===== config.mk =====
export PLATFORM = sky130hd
export DESIGN_NAME = hist_drain
export DESIGN_NICKNAME = d
export VERILOG_FILES = /design/src/rtl/hist_pkg.sv /design/src/rtl/hist_drain_fifo.sv /design/src/rtl/hist_drain.sv
export SDC_FILE = /design/constraint.sdc
export NUM_CORES = 1
export LEC_CHECK = 0
export BUFFER_PORTS_ARGS = -buffer_cell sky130_fd_sc_hd__buf_4
export CORE_UTILIZATION = 30
export CTS_BUF_LIST = sky130_fd_sc_hd__clkbuf_4 sky130_fd_sc_hd__clkbuf_8 sky130_fd_sc_hd__clkbuf_16
export DETAILED_ROUTE_END_ITERATION = 8
export PLACE_DENSITY_LB_ADDON = 0.2
export REMOVE_ABC_BUFFERS = 1
export SYNTH_ARGS = -nofsm -noshare
export SYNTH_HDL_FRONTEND = slang
export SYNTH_SLANG_ARGS = --single-unit

===== constraint.sdc =====
create_clock -name clk -period 2.55 [get_ports clk]
set_input_delay 0.1275 -clock clk [delete_from_list [all_inputs] [get_ports clk]]
set_output_delay 0.1275 -clock clk [all_outputs]
set_load 0.05 [all_outputs]

===== src/rtl/hist_pkg.sv =====
// Shared histogram types: default widths, drain FSM states and the beat record
// that travels from the RAM read port to the drain output.
package hist_pkg;

  localparam int HIST_BIN_W = 5;
  localparam int HIST_CNT_W = 32;

  typedef enum logic [1:0] {
    IDLE,
    QUIESCE,
    ISSUE,
    FLUSH
  } drain_state_t;

  typedef struct packed {
    logic [HIST_BIN_W-1:0] bin;
    logic [HIST_CNT_W-1:0] count;
    logic                  last;
  } drain_beat_t;

endpackage


===== src/rtl/hist_drain_fifo.sv =====
// Small synchronous FIFO of drain beats with a registered head entry;
// simultaneous push and pop are supported, including on a full FIFO.
module hist_drain_fifo
  import hist_pkg::*;
#(
  parameter int DEPTH = 4,
  localparam int CW = $clog2(DEPTH + 1)
) (
  input  logic          clk,
  input  logic          rst,
  input  logic          push_i,
  input  drain_beat_t   data_i,
  input  logic          pop_i,
  output drain_beat_t   head_o,
  output logic [CW-1:0] count_o,
  output logic          full_o,
  output logic          empty_o
);

  localparam int PW = (DEPTH > 1) ? $clog2(DEPTH) : 1;

  drain_beat_t   mem_q [DEPTH];
  drain_beat_t   head_q, head_d;
  logic [PW-1:0] rd_ptr_q, rd_ptr_d;
  logic [PW-1:0] wr_ptr_q, wr_ptr_d;
  logic [CW-1:0] count_q, count_d;
  logic          do_push, do_pop;

  function automatic logic [PW-1:0] ptr_inc(input logic [PW-1:0] p);
    return (p == PW'(DEPTH - 1)) ? '0 : p + 1'b1;
  endfunction

  assign do_pop  = pop_i && (count_q != '0);
  assign do_push = push_i && ((count_q != CW'(DEPTH)) || do_pop);

  always_comb begin
    rd_ptr_d = rd_ptr_q;
    wr_ptr_d = wr_ptr_q;
    count_d  = count_q;
    head_d   = head_q;
    if (do_push) wr_ptr_d = ptr_inc(wr_ptr_q);
    if (do_pop)  rd_ptr_d = ptr_inc(rd_ptr_q);
    case ({do_push, do_pop})
      2'b10:   count_d = count_q + 1'b1;
      2'b01:   count_d = count_q - 1'b1;
      default: count_d = count_q;
    endcase
    // The head register takes the incoming beat when it would otherwise become
    // empty; a pop with more entries behind it promotes the next stored one.
    if (do_push && ((count_q == '0) || (do_pop && (count_q == CW'(1))))) begin
      head_d = data_i;
    end else if (do_pop && (count_q > CW'(1))) begin
      head_d = mem_q[ptr_inc(rd_ptr_q)];
    end
  end

  always_ff @(posedge clk) begin
    if (do_push) mem_q[wr_ptr_q] <= data_i;
  end

  always_ff @(posedge clk) begin
    if (rst) begin
      rd_ptr_q <= '0;
      wr_ptr_q <= '0;
      count_q  <= '0;
      head_q   <= '0;
    end else begin
      rd_ptr_q <= rd_ptr_d;
      wr_ptr_q <= wr_ptr_d;
      count_q  <= count_d;
      head_q   <= head_d;
    end
  end

  assign head_o  = head_q;
  assign count_o = count_q;
  assign full_o  = (count_q == CW'(DEPTH));
  assign empty_o = (count_q == '0);

endmodule


===== src/rtl/hist_drain.sv =====
// Histogram readout: gates the accumulator, sweeps every bin through the RAM's
// second read port and streams (bin, count) beats, optionally clearing bins.
module hist_drain
  import hist_pkg::*;
#(
  parameter int BIN_W      = HIST_BIN_W,
  parameter int CNT_W      = HIST_CNT_W,
  parameter int RD_LAT     = 2,
  parameter int FIFO_DEPTH = 4
) (
  input  logic             clk,
  input  logic             rst,
  input  logic             start,
  input  logic             clear_en,
  input  logic             acc_idle,
  output logic             hold_acc,
  output logic             busy,
  output logic             done,
  output logic [BIN_W-1:0] rd_addr,
  output logic             rd_en,
  input  logic [CNT_W-1:0] rd_data,
  output logic [BIN_W-1:0] wr_addr,
  output logic [CNT_W-1:0] wr_data,
  output logic             wr_en,
  output logic             m_valid,
  input  logic             m_ready,
  output logic [BIN_W-1:0] m_bin,
  output logic [CNT_W-1:0] m_count,
  output logic             m_last
);

  localparam int CW = $clog2(FIFO_DEPTH + 1);

  generate
    if (FIFO_DEPTH < RD_LAT + 1) begin : g_depth_check
      $error("hist_drain: FIFO_DEPTH must be at least RD_LAT+1");
    end
    if (RD_LAT < 1) begin : g_lat_check
      $error("hist_drain: RD_LAT must be at least 1");
    end
    if ((BIN_W != HIST_BIN_W) || (CNT_W != HIST_CNT_W)) begin : g_width_check
      $error("hist_drain: BIN_W/CNT_W must match the hist_pkg beat layout");
    end
  endgenerate

  drain_state_t state_q, state_d;
  logic             clr_q, clr_d;
  logic [BIN_W-1:0] addr_q, addr_d;
  logic [CW-1:0]    inflight_q, inflight_d;

  // Read-return tracker: one valid bit and bin address per cycle of RAM latency.
  logic [RD_LAT-1:0]            ret_vld_q;
  logic [RD_LAT-1:0][BIN_W-1:0] ret_addr_q;
  logic                         ret_vld;
  logic [BIN_W-1:0]             ret_addr;

  drain_beat_t   push_beat, head_beat;
  logic [CW-1:0] fifo_count;
  logic          fifo_full, fifo_empty, pop;
  logic          credit_ok;

  assign ret_vld  = ret_vld_q[RD_LAT-1];
  assign ret_addr = ret_addr_q[RD_LAT-1];

  // Reads already in flight plus beats already buffered must fit in the FIFO,
  // so a return can always be pushed even under full backpressure.
  assign credit_ok = ({1'b0, inflight_q} + {1'b0, fifo_count}) < (CW + 1)'(FIFO_DEPTH);

  always_comb begin
    state_d = state_q;
    clr_d   = clr_q;
    addr_d  = addr_q;
    rd_en   = 1'b0;
    done    = 1'b0;
    case (state_q)
      IDLE: begin
        if (start) begin
          clr_d   = clear_en;
          state_d = QUIESCE;
        end
      end
      QUIESCE: begin
        if (acc_idle) begin
          addr_d  = '0;
          state_d = ISSUE;
        end
      end
      ISSUE: begin
        if (credit_ok) begin
          rd_en  = 1'b1;
          addr_d = addr_q + 1'b1;
          if (addr_q == '1) state_d = FLUSH;
        end
      end
      FLUSH: begin
        if ((inflight_q == '0) && fifo_empty) begin
          done    = 1'b1;
          state_d = IDLE;
        end
      end
      default: state_d = IDLE;
    endcase
  end

  always_comb begin
    inflight_d = inflight_q;
    if (rd_en && !ret_vld) begin
      inflight_d = inflight_q + 1'b1;
    end else if (!rd_en && ret_vld) begin
      inflight_d = inflight_q - 1'b1;
    end
  end

  always_ff @(posedge clk) begin
    if (rst) begin
      state_q    <= IDLE;
      clr_q      <= 1'b0;
      addr_q     <= '0;
      inflight_q <= '0;
      ret_vld_q  <= '0;
      ret_addr_q <= '0;
    end else begin
      state_q    <= state_d;
      clr_q      <= clr_d;
      addr_q     <= addr_d;
      inflight_q <= inflight_d;
      for (int i = RD_LAT - 1; i > 0; i--) begin
        ret_vld_q[i]  <= ret_vld_q[i-1];
        ret_addr_q[i] <= ret_addr_q[i-1];
      end
      ret_vld_q[0]  <= rd_en;
      ret_addr_q[0] <= addr_q;
    end
  end

  always_ff @(posedge clk) begin
    if (!rst) assert (!(ret_vld && fifo_full && !pop));
  end

  assign push_beat = '{bin: ret_addr, count: rd_data, last: (ret_addr == '1)};
  assign pop       = m_valid && m_ready;

  hist_drain_fifo #(
    .DEPTH (FIFO_DEPTH)
  ) u_fifo (
    .clk     (clk),
    .rst     (rst),
    .push_i  (ret_vld),
    .data_i  (push_beat),
    .pop_i   (pop),
    .head_o  (head_beat),
    .count_o (fifo_count),
    .full_o  (fifo_full),
    .empty_o (fifo_empty)
  );

  assign busy     = (state_q != IDLE);
  assign hold_acc = busy;
  assign rd_addr  = addr_q;

  assign wr_en   = ret_vld && clr_q;
  assign wr_addr = wr_en ? ret_addr : '0;
  assign wr_data = '0;

  assign m_valid = !fifo_empty;
  assign m_bin   = head_beat.bin;
  assign m_count = head_beat.count;
  assign m_last  = m_valid && head_beat.last;

endmodule


Word level (Yosys, flattened, before mapping)

Memories as Yosys holds them, arrays and structs flattened.
Cells that the tools add are included.

Mux-type cells: 23
Reductions and logical operators: 28
Eq/ne operators: 16
Order comparisons: 2
Add/subtract/negate cells: 8

Operator list:

| kind                                                           | count |
|---|---|
| 2-to-1 mux 38 bit                                              | 2 |
| 2-to-1 mux 5 bit                                               | 3 |
| 2-to-1 mux 2 bit                                               | 7 |
| logical AND 1 bit                                              | 11 |
| == test 2 bit (second input constant)                          | 5 |
| == test 5 bit (second input constant)                          | 2 |
| inequality test 2 bit (second input constant)                  | 5 |
| case mux 5 bit (2 select lines)                                | 1 |
| nonzero test 2 bit                                             | 5 |
| case mux 2 bit (4 select lines)                                | 1 |
| adder 3 x 1 -> 3 bit (second input constant)                   | 2 |
| zero test 3 bit                                                | 2 |
| 2-to-1 mux 1 bit                                               | 6 |
| 2-to-1 mux 3 bit                                               | 2 |
| case mux 3 bit (2 select lines)                                | 1 |
| subtractor 3 x 1 -> 3 bit (second input constant)              | 2 |
| adder 5 x 1 -> 5 bit (second input constant)                   | 1 |
| AND reduction 5 bit                                            | 1 |
| adder 2 x 1 -> 2 bit (second input constant)                   | 2 |
| adder 3 x 3 -> 4 bit                                           | 1 |
| == test 2 x 1 -> 1 bit (second input constant)                 | 2 |
| < comparator 4 x 3 -> 1 bit (second input constant)            | 1 |
| == test 3 x 1 -> 1 bit (second input constant)                 | 1 |
| greater-than comparator 3 x 1 -> 1 bit (second input constant) | 1 |
| 7 further kinds                                                | 10 |

Register bits after elaboration: 68
Bits in writable memories: 152
Memories: 1
Logic and storage cells: 91
Input port bits: 38
Output and inout bits: 86

Memory list:

| memory       | depth | bits a word | rd ports | clocked after Yosys merged registers in | wr ports | line                  | source |
|---|---|---|---|---|---|---|---|
| u_fifo.mem_q | 4     | 38          | 1        | 0                                       | 1        | hist_drain_fifo.sv:22 | `drain_beat_t mem_q [DEPTH];` |

Logic depth before layout (Yosys ltp)

Gate-level depths: netlist (run 1).

Depth after elaboration: 8
Mapped depth: 10
Gate-level depth less buffers: 10

Cells and area by module

From an unflattened synthesis (run 1), not the netlist that was laid out.

Cell total of the unflattened synthesis: 721
Area, all modules: 9288.9 um2

Modules (own cells, without submodules):

| module          | sequential area each (um2) | instances | cells each | area each (um2) |
|---|---|---|---|---|
| hist_drain_fifo | 5465.2                     | 1         | 557        | 7857.5 |
| hist_drain      | 460.4                      | 1         | 164        | 1431.4 |

Worst setup path before layout (run 1)

OpenSTA, ideal clock, no wires.

Path type: flip-flop to flip-flop
From: register u_fifo.count_q[2] (netlist: u_fifo.count_o[2])
To: register inflight_q[2]
Buffers on the path: 0
Cell stages (with the launch flop): 10
Arrival time: 3.237 ns
Slack: -0.758 ns
Data required time: 2.479 ns
Setup time: 0.071 ns
Period minus slack after synthesis: 3.308 ns
Path through: dfxtp_1 > ha_1 > or4b_4 > nor2_1 > ha_1 > inv_1 > fa_1 > xor2_1 > or3_1 > a21oi_1

Word-level cells in the longest chain between the ends: 7
Elaborated cells between the ends (all ways): 9
Classes of those cells: add/sub (1); order compare (1); mux (3); reduce/logical (4)

RTL lines:

| element                             | line                  | source |
|---|---|---|
| start: declaration                  | hist_drain_fifo.sv:26 | `logic [CW-1:0] count_q, count_d;` |
| start signal: assignment            | hist_drain_fifo.sv:70 | `count_q <= count_d;` |
| adder 3 x 3 -> 4 bit (*)            | hist_drain.sv:67      | `assign credit_ok = ({1'b0, inflight_q} + {1'b0, fifo_count}) < (CW + 1)'(FIFO_DEPTH);` |
| < comparator 4 x 3 -> 1 bit (*)     | hist_drain.sv:67      |  |
| 2-to-1 mux 1 bit (*)                | hist_drain.sv:89      | `if (credit_ok) begin` |
| 2-to-1 mux 1 bit (*)                | hist_drain.sv:75      | `case (state_q)` |
| named net rd_en                     | hist_drain.sv:20      | `output logic rd_en,` |
| zero test 1 bit                     | hist_drain.sv:109     | `end else if (!rd_en && ret_vld) begin` |
| logical AND 1 bit                   | hist_drain.sv:109     |  |
| nonzero test 2 bit (no source line) | n/a                   |  |
| end signal: assignment              | hist_drain.sv:126     | `inflight_q <= inflight_d;` |
| end: declaration                    | hist_drain.sv:49      | `logic [CW-1:0] inflight_q, inflight_d;` |

The timed path passes the listed nets; every way through them passes the cells marked *.
A chain may end at the register's enable or synchronous reset.

Worst setup path in the final report (run 1)

From: register inflight_q[2]
To: register inflight_q[2]

Word-level cells in the longest chain between the ends: 7
Elaborated cells between the ends (all ways): 12
Classes of those cells: add/sub (3); order compare (1); mux (4); reduce/logical (4)

RTL lines:

| element                             | line |
|---|---|
| adder 3 x 3 -> 4 bit                | hist_drain.sv:67 |
| < comparator 4 x 3 -> 1 bit         | hist_drain.sv:67 |
| 2-to-1 mux 1 bit                    | hist_drain.sv:89 |
| 2-to-1 mux 1 bit                    | hist_drain.sv:75 |
| zero test 1 bit                     | hist_drain.sv:109 |
| logical AND 1 bit                   | hist_drain.sv:109 |
| nonzero test 2 bit (no source line) | n/a |

Parallel ways exist; a longest one is shown, timed or not. The select of a mux whose other input is x is not followed.

==> results list, run 1 <==
- Max-cap violations in this run came to 0.
- Number of enable flip-flop cells after synthesis: 152
- Critical path's top delay family: simple AND/OR/NAND/NOR gates
* Number of buffers added by the clock tree synthesis step: 24
- The share of the Yosys chip area taken by registers is 0.635.
* DRC Markers: 0
- In this run the number of H-tree levels came out at 1.
- Counting both buffers and inverters, the worst setup path holds a total of 1.
* Yosys top cell area share: 0.489
* Req. time, crit path: 2980 ps
- First-pass GRT wire length: 33500 um
* Power per Cell Area: 971 nW/um2
- The mapped netlist covers 9340 um2.
* Most common flop cell mapped by yosys: edfxtp_1
- Number of detailed-route iterations in the first pass: 5
- # setup viols final: 0
- Input and output buffers added on the ports amount to 91.
* Path type of the worst min-delay path: primary input to flop
- Number of nets at the end of the flow: 821
- Clock-pin slew was measured on the worst setup and hold paths at 60 ps.
- The largest single stage delay on the critical path is 500 ps.
- The die is 178 um wide.
- In this run the mean area of a mapped cell was 14.3 um2.
* CP cell instances: ha_4 -> or4b_4 -> nor2_4 -> ha_4 -> inv_2 -> fa_2 -> xor2_1 -> or3_1 -> a21oi_2
- RSZ-0062 raised after global routing: true
- The total count of hold-check failures in the final report is 0.
* Status: complete, no violations
- Largest net degree at the start of global routing: 51
* Clock insertion delay at the later pin of the skew report: 520 ps
- Final worst-path cycle share: 0.989
- Across all hold checks on the routed design, the worst slack comes to 17.5 ps.
- The worst-case IR drop observed on VDD is 696 uV.
- In this run, synthesis produced a sequential element count of 220.
- Site row count: 64
- DR vias: 5645
- Signed area change from the synthesized netlist to the final layout: 23.5%
* Remaining number of nets flagged by the antenna check after routing: 0
* Kind of end point of the critical path: flop
- Of the cells placed in the final design, the portion with a size suffix greater than 1 is 0.304.
- Synthesized instance count: 654
- Headroom to the max-slew limit came out at 0.595.
- 124 I/O pins were placed.
- Number of antenna violations at the first check in global routing: 1
* Cell mode on critical path: ha_4
- Initial DRC Count: 404
- The routed design has 22100 um of wire.
* Placer Congestion: 0.778
- Vert. Die Dim: 178 um
* Sequential cell area in the final layout: 5930 um2
* Residual overflow from global routing: 0
- Slowest library cell on the worst path: or4b_4
- The initial utilization of the core area, before any placement, comes to 0.305.
- The multi-input combinational cells in the finished layout cover a total of 2830 um2.
- The via count of the first global-routing pass was 5762.
* Cell types occupying the most area after synthesis: edfxtp_1 49%, dfxtp_1 15%, mux4_2 9.2%
- The root buffer cell chosen for the clock tree is clkbuf_16.
* Cell accounting for the most synthesized area: edfxtp_1
* Core Area: 30600 um2
- In the final routed layout, each cell accounts on average for 18.7 um.
- TritonCTS Sinks: 220
- Worst-Margin Slew: 607 ps
- Summed over all cells, the static leakage comes to 4.08 nW.
- Clock Skews: 19.8 ps
- Post-layout minimum cycle time: 2520 ps
- Arrival time reported for the critical path endpoint: 2950 ps
- Once layout is complete, the utilization of the core stands at 0.377.
* Number of warnings reported in the yosys synthesis log: 0
- The die covers 31800 um2.
- Dividing the detail-routed via count by the number of cells gives 4.80.
* Number of distinct library cells after synthesis: 46
* TritonCTS clock tree: built
- Detailed placement HPWL: 12700 um
- The count of pins over their slew limit is 0.
- Setup Crit Path Kind: flop to flop
- Achievable Freq: 397 MHz
- Total Routing Usage GR: 0.139
- Critical path startpoint category: flop
* Post-synthesis async set-or-reset flop share: 0
* Largest driver fanout on the critical path: 2
- No sink is reached through more buffers than the 3 on the longest clock path.
- The filler cells instantiated in the layout total 2930.
[routing by layer]
| layer | vias to the layer above | part of all wire | GRT usage |
|---|---|---|---|
| met5 | - | 0 | 0 |
| met4 | 0 | 0.018 | 0.0307 |
| met3 | 32 | 0.049 | 0.0198 |
| met2 | 192 | 0.47 | 0.237 |
| met1 | 2818 | 0.46 | 0.186 |
| li1 | 2603 | - | - |
[area by class of cell]
| class | count | area share |
|---|---|---|
| flip-flops and latches | 220 | 0.514 |
| multi-input cells | 342 | 0.245 |
| well taps | 396 | 0.0430 |
| repair buffers | 159 | 0.119 |
| diodes | 1 | 0.000217 |
| inverters | 15 | 0.00488 |
| clock inverters | 10 | 0.0143 |
| clock buffers | 34 | 0.0591 |
[stage by stage]
stage               cells  area (um2)  power (mW)  TNS, ps  setup WS [ps]
finish               1177       11500        11.2        0           28.6
global route         1177       11500        11.7    -41.0          -41.0
CTS                  1171       11500        11.3        0           1.62
detailed placement   1090       10200        7.46     -122           -122
global placement     1090       10200        7.39    -3.67          -3.67
floorplan             577        8760        6.39   -40170          -1010
[what timing repair did]
item | 4_1_cts | 5_1_grt
resized for setup | 5 | 9
hold buffers | 36 | 0
endpoints found under the setup margin | 1 | 1
pin swaps | 5 | 8
hold endpoints to repair | 165 | 0
setup buffers | 1 | 5
[cell usage after synthesis, drive strengths merged (2+ instances only)]
cell type / count
nand3: 38
buf: 79
and2: 2
nor3: 4
and3: 12
nor4: 2
edfxtp: 152
o221a: 4
nand3b: 2
nor2b: 14
o21ba: 4
a311oi: 33
a22oi: 2
xor2: 4
nor2: 47
o31ai: 2
nand2: 10
mux2i: 4
a21oi: 9
ha: 20
nand2b: 3
or3: 4
inv: 15
dfxtp: 68
clkbuf: 29
o21ai: 38
o31a: 2
mux4: 38
[where the power goes]
group / leakage [nW] / switching (mW) / total [mW] / internal (mW)
combinational: 1.74 / 1.93 / 3.26 / 1.33
sequential: 1.92 / 0.201 / 4.26 / 4.06
clock: 0.417 / 1.39 / 3.67 / 2.28
[cells by family (layout without fill, tap and decap cells)]
kind of cell               count (synthesis)  in the layout  synth area share
DFF                                      220            220             0.635
adders and majority gates                 21             21            0.0289
and+or+nand+nor                          141            141            0.0761
muxes                                     43             43            0.0972
AOI/OAI and AO/OA                        101            101            0.0784
other                                      1             33          0.000402
buffers and inverters                    123            218            0.0805
xor gates and xnor gates                   4              4           0.00375
[sequential cells by signal, summed over array words and instances (netlist names)]
signal,flops
clr_q,1
inflight_q,3
rd_addr,5
ret_addr,5
ret_addr_q,5
ret_vld_q,2
state_q,2
u_fifo.count_o,3
u_fifo.head_o,38
u_fifo.mem_q,152
u_fifo.rd_ptr_q,2
u_fifo.wr_ptr_q,2
[path summary, 6_finish.rpt]
path	from	endpoint	slack, ps	depth (start not counted)
max	inflight_q[2]$_SDFFE_PP0P_	inflight_q[2]$_SDFFE_PP0P_	30	9
min reg2reg	ret_addr_q[2]$_SDFF_PP0_	ret_addr[2]$_SDFF_PP0_	430	1
min	start	clr_q$_SDFFE_PP0P_	20	4
max reg2reg	inflight_q[2]$_SDFFE_PP0P_	inflight_q[2]$_SDFFE_PP0P_	30	9
[worst min-delay path, stage by stage]
cell	delay, ps
buf_4	80
inv_1	40
o21ai_0	150
a21oi_1	70
[placed cells by master (no fill, tap or decap), types with 3 or more instances in the layout]
master / Yosys / final
nor2b_1: 14 / 14
edfxtp_1: 152 / 152
nand2b_1: 3 / 3
nor3_1: 3 / 3
nor2_1: 47 / 46
nand3_1: 38 / 38
clkbuf_16: 0 / 24
mux4_2: 38 / 38
conb_1: 1 / 32
xor2_1: 4 / 4
and3_1: 12 / 8
bufinv_16: 0 / 4
nand2_1: 10 / 10
a311oi_1: 33 / 33
buf_12: 0 / 7
o21ai_0: 38 / 38
o21ba_2: 4 / 4
inv_1: 15 / 13
buf_4: 71 / 116
or3_1: 4 / 3
mux2i_1: 4 / 4
clkbuf_4: 0 / 9
dfxtp_1: 68 / 64
a21oi_1: 9 / 8
ha_1: 20 / 15
ha_2: 0 / 3
dlygate4sd3_1: 0 / 36
dfxtp_2: 0 / 3
and3_2: 0 / 4
o221a_2: 4 / 4
No activity file was read; power rests on OpenSTA's default activity.
==> run 2: changes to the inputs <==
Settings changed: MAX_ROUTING_LAYER set to met4.
==> run 2 against run 1 <==
  * Final area is the same
  * Utilization is the same
  * Hold slack got worse by 4.2 ps
  * Routed wire length is 0.24% higher
  * Clock-buffer cell count unchanged
  * Sequential share of layout area unchanged
  * Highest routed layer unchanged
==> results list, run 2 (synthesized netlist as in run 1, its figures left out) <==
- Remaining number of nets flagged by the antenna check after routing: 0 (unchanged)
* Setup Crit Path Kind: flop to flop (unchanged)
* Initial core utilization: 0.305 (unchanged)
- The commonest non-fill, non-tap cell in the layout is edfxtp_1 (unchanged).
* Final total power: 11.2 mW (about the same)
- Detail-routed via count per cell: 4.81 (was 4.80)
- The kind of end point of the critical path was a flop (unchanged).
- Register with the highest flop count: u_fifo.mem_q (unchanged)
- DRC Markers: 0 (unchanged)
- Clock Tree Buf Depth: 3 (unchanged)
* Placed cell count: 1090 (unchanged)
- Commonest cells after routing, fill and taps aside: 152 x edfxtp_1, 116 x buf_4, 64 x dfxtp_1 (unchanged).
- The clock tree from TritonCTS was built (unchanged).
- The worst-case clock skew came to 20.2 ps (was 19.8 ps).
- # setup viols final: 0 (unchanged)
- The kind of cell adding the most delay to the critical path is simple AND/OR/NAND/NOR gates (unchanged).
- The placed instance area is 10200 um2 (unchanged).
- The total overflow reported by the global router came to 0 (unchanged).
* Signed area change from the synthesized netlist to the final layout: 23.5% (unchanged)
- The peak supply drop came to 695 uV (was 696 uV).
- Cell mode on critical path: ha_4 (unchanged)
- Final count of pins violating max slew: 0 (unchanged)
- The startpoint class of the critical path is a flop (unchanged).
* Relative contribution of combinational cells to total power: 0.291 (about the same)
- Number of violations of the max-capacitance limit: 0 (unchanged)
* Number of H-tree levels: 1 (unchanged)
- Site row count: 64 (unchanged)
- P_int: 7.67 mW (about the same)
* Clock network fraction of total power: 0.328 (about the same)
- Fillers: 2930 (unchanged)
- The post-layout net count came to 821 (unchanged).
- The static power due to leakage is 4.08 nW (unchanged).
* Number of antenna violations at the first check in global routing: 1 (unchanged)
* Detailed placement HPWL: 12700 um (unchanged)
- Reg clk slew, reported paths: 60 ps (about the same)
- The minimum period implied by the final worst setup slack is 2530 ps (was 2520 ps).
- TritonCTS Sinks: 220 (unchanged)
* Final worst-path cycle share: 0.991 (was 0.989)
* Share of cells above drive strength 1: 0.304 (unchanged)
* Sequential fraction of design power: 0.380 (was 0.381)
- The initial detailed-routing violation count came to 417 (was 404).
- Slowest library cell on the worst path: or4b_4 (unchanged)
* DR vias: 5656 (was 5645)
* Post-Layout Inst Area: 11500 um2 (unchanged)
- Vert. Die Dim: 178 um (unchanged)
- The standard cell core area came to 30600 um2 (unchanged).
- The last weighted congestion value of the routability-driven placer is 0.788 (was 0.778).
* Clock insertion delay at the later pin of the skew report: 520 ps (about the same)
- The I/O pin count was 124 (unchanged).
- The largest stage delay on the critical path came to 500 ps (about the same).
- The switching part of the total came to 0.316 (was 0.315).
* Buffer type at the clock tree root: clkbuf_16 (unchanged)
- The total length of routed wires was 22100 um (about the same).
- Overall die width: 178 um (unchanged)
- Final cell count without fillers: 1177 (unchanged)
- The flip-flop count of the largest register, all copies and words added was 152 (unchanged).
- The clock buffer count from CTS was 24 (unchanged).
- The first-pass detailed-route iteration total was 4 (was 5).
- Total buffers and inverters traversed by the critical path: 1 (unchanged)
- The overall fraction of global-route tracks in use is 0.143 (was 0.139).
- The global-route wire length before repair was 33500 um (about the same).
- The setup TNS after final layout came to 0 ps (unchanged).
* Status: complete, no violations (unchanged)
- Area of the die: 31800 um2 (unchanged)
- The critical path required time came to 2980 ps (about the same).
- The actual transition at the worst max-transition pin came to 609 ps (was 607 ps).
- The worst hold margin is 13.2 ps (was 17.5 ps).
- CP cell instances: ha_4 -> or4b_4 -> nor2_4 -> ha_4 -> inv_2 -> fa_2 -> xor2_1 -> or3_1 -> a21oi_2 (unchanged)
- Arrival time reported for the critical path endpoint: 2960 ps (was 2950 ps)
* Largest driver fanout on the critical path: 2 (unchanged)
- Largest net degree at the start of global routing: 51 (unchanged)
- Worst slew margin relative to its limit: 0.594 (was 0.595)
- Path type of the worst min-delay path: primary input to flop (unchanged)
- Total count of hold-check failures in the final report: 0 (unchanged)
- The via count of the first global-routing pass came to 5759 (was 5762).
- Power per Cell Area: 972 nW/um2 (was 971 nW/um2)
- Avg WL per Cell: 18.8 um (was 18.7 um)
* RSZ-0062 raised after global routing: true (unchanged)
* PortBufs: 91 (unchanged)
- Switching pwr: 3.54 mW (was 3.53 mW)
- Achievable Freq: 396 MHz (was 397 MHz)
==> run 2: cell counts in the layout (fill, tap and decap cells not counted) <==
No cell type changed its count.
==> run 2: layer usage <==
layer,track usage,part of all wire,vias to the layer above
li1,-,-,2601
met1,0.188,0.46,2837
met2,0.237,0.47,185
met3,0.0192,0.047,33
met4,0.0307,0.018,0
met5,-,0,-
==> run 2: area by class of cell <==
cell class,instances,area [um2],share of cell area
Antenna cell,1,2.50,0.000217
Clock buffer,34,682,0.0591
Clock inverter,10,165,0.0143
Inverter,15,56.3,0.00488
Multi-Input combinational cell,342,2830,0.245
Sequential cell,220,5930,0.514
Tap cell,396,495,0.0430
Timing Repair Buffer,159,1370,0.119
==> run 2: power by group through the flow <==
stage / clock [mW] / combinational [mW] / sequential, mW
after floorplan: 0 / 1.63 / 4.76
after detailed placement: 0 / 3.12 / 4.33
after CTS: 3.78 / 3.22 / 4.26
after global placement: 0 / 3.07 / 4.32
after global routing: 3.90 / 3.51 / 4.29
final: 3.68 / 3.27 / 4.26
==> run 2: through the flow <==
step	util	setup slack [ps]
after floorplan	-	-1010
after global placement	0.335	-3.67
after detailed placement	0.335	-122
after CTS	0.375	1.62
after global routing	0.377	-40.8
final	0.377	23.8
==> run 2: final timing paths <==
kind	depth (start not counted)	endpoint	slack (ps)	from
worst max register to register	9	inflight_q[2]$_SDFFE_PP0P_	20	inflight_q[2]$_SDFFE_PP0P_
worst max-delay path	9	inflight_q[2]$_SDFFE_PP0P_	20	inflight_q[2]$_SDFFE_PP0P_
worst min-delay path	4	clr_q$_SDFFE_PP0P_	10	start
worst min register to register	1	ret_addr[2]$_SDFF_PP0_	430	ret_addr_q[2]$_SDFF_PP0_
==> run 2: worst register-to-register path, stage by stage (launching register included) <==
cell and delay (ps):
dfxtp_2 330, ha_4 240, or4b_4 500, nor2_4 160, ha_4 160, inv_2 40, fa_2 340, xor2_1 160
or3_1 390, a21oi_2 140
==> run 2: repair_timing <==
action | 4_1_cts | 5_1_grt
setup endpoints to repair | 1 | 1
hold buffers | 36 | 0
hold endpoints to repair | 165 | 0
gates resized for setup | 5 | 9
pin swaps | 5 | 8
buffers inserted | 1 | 5
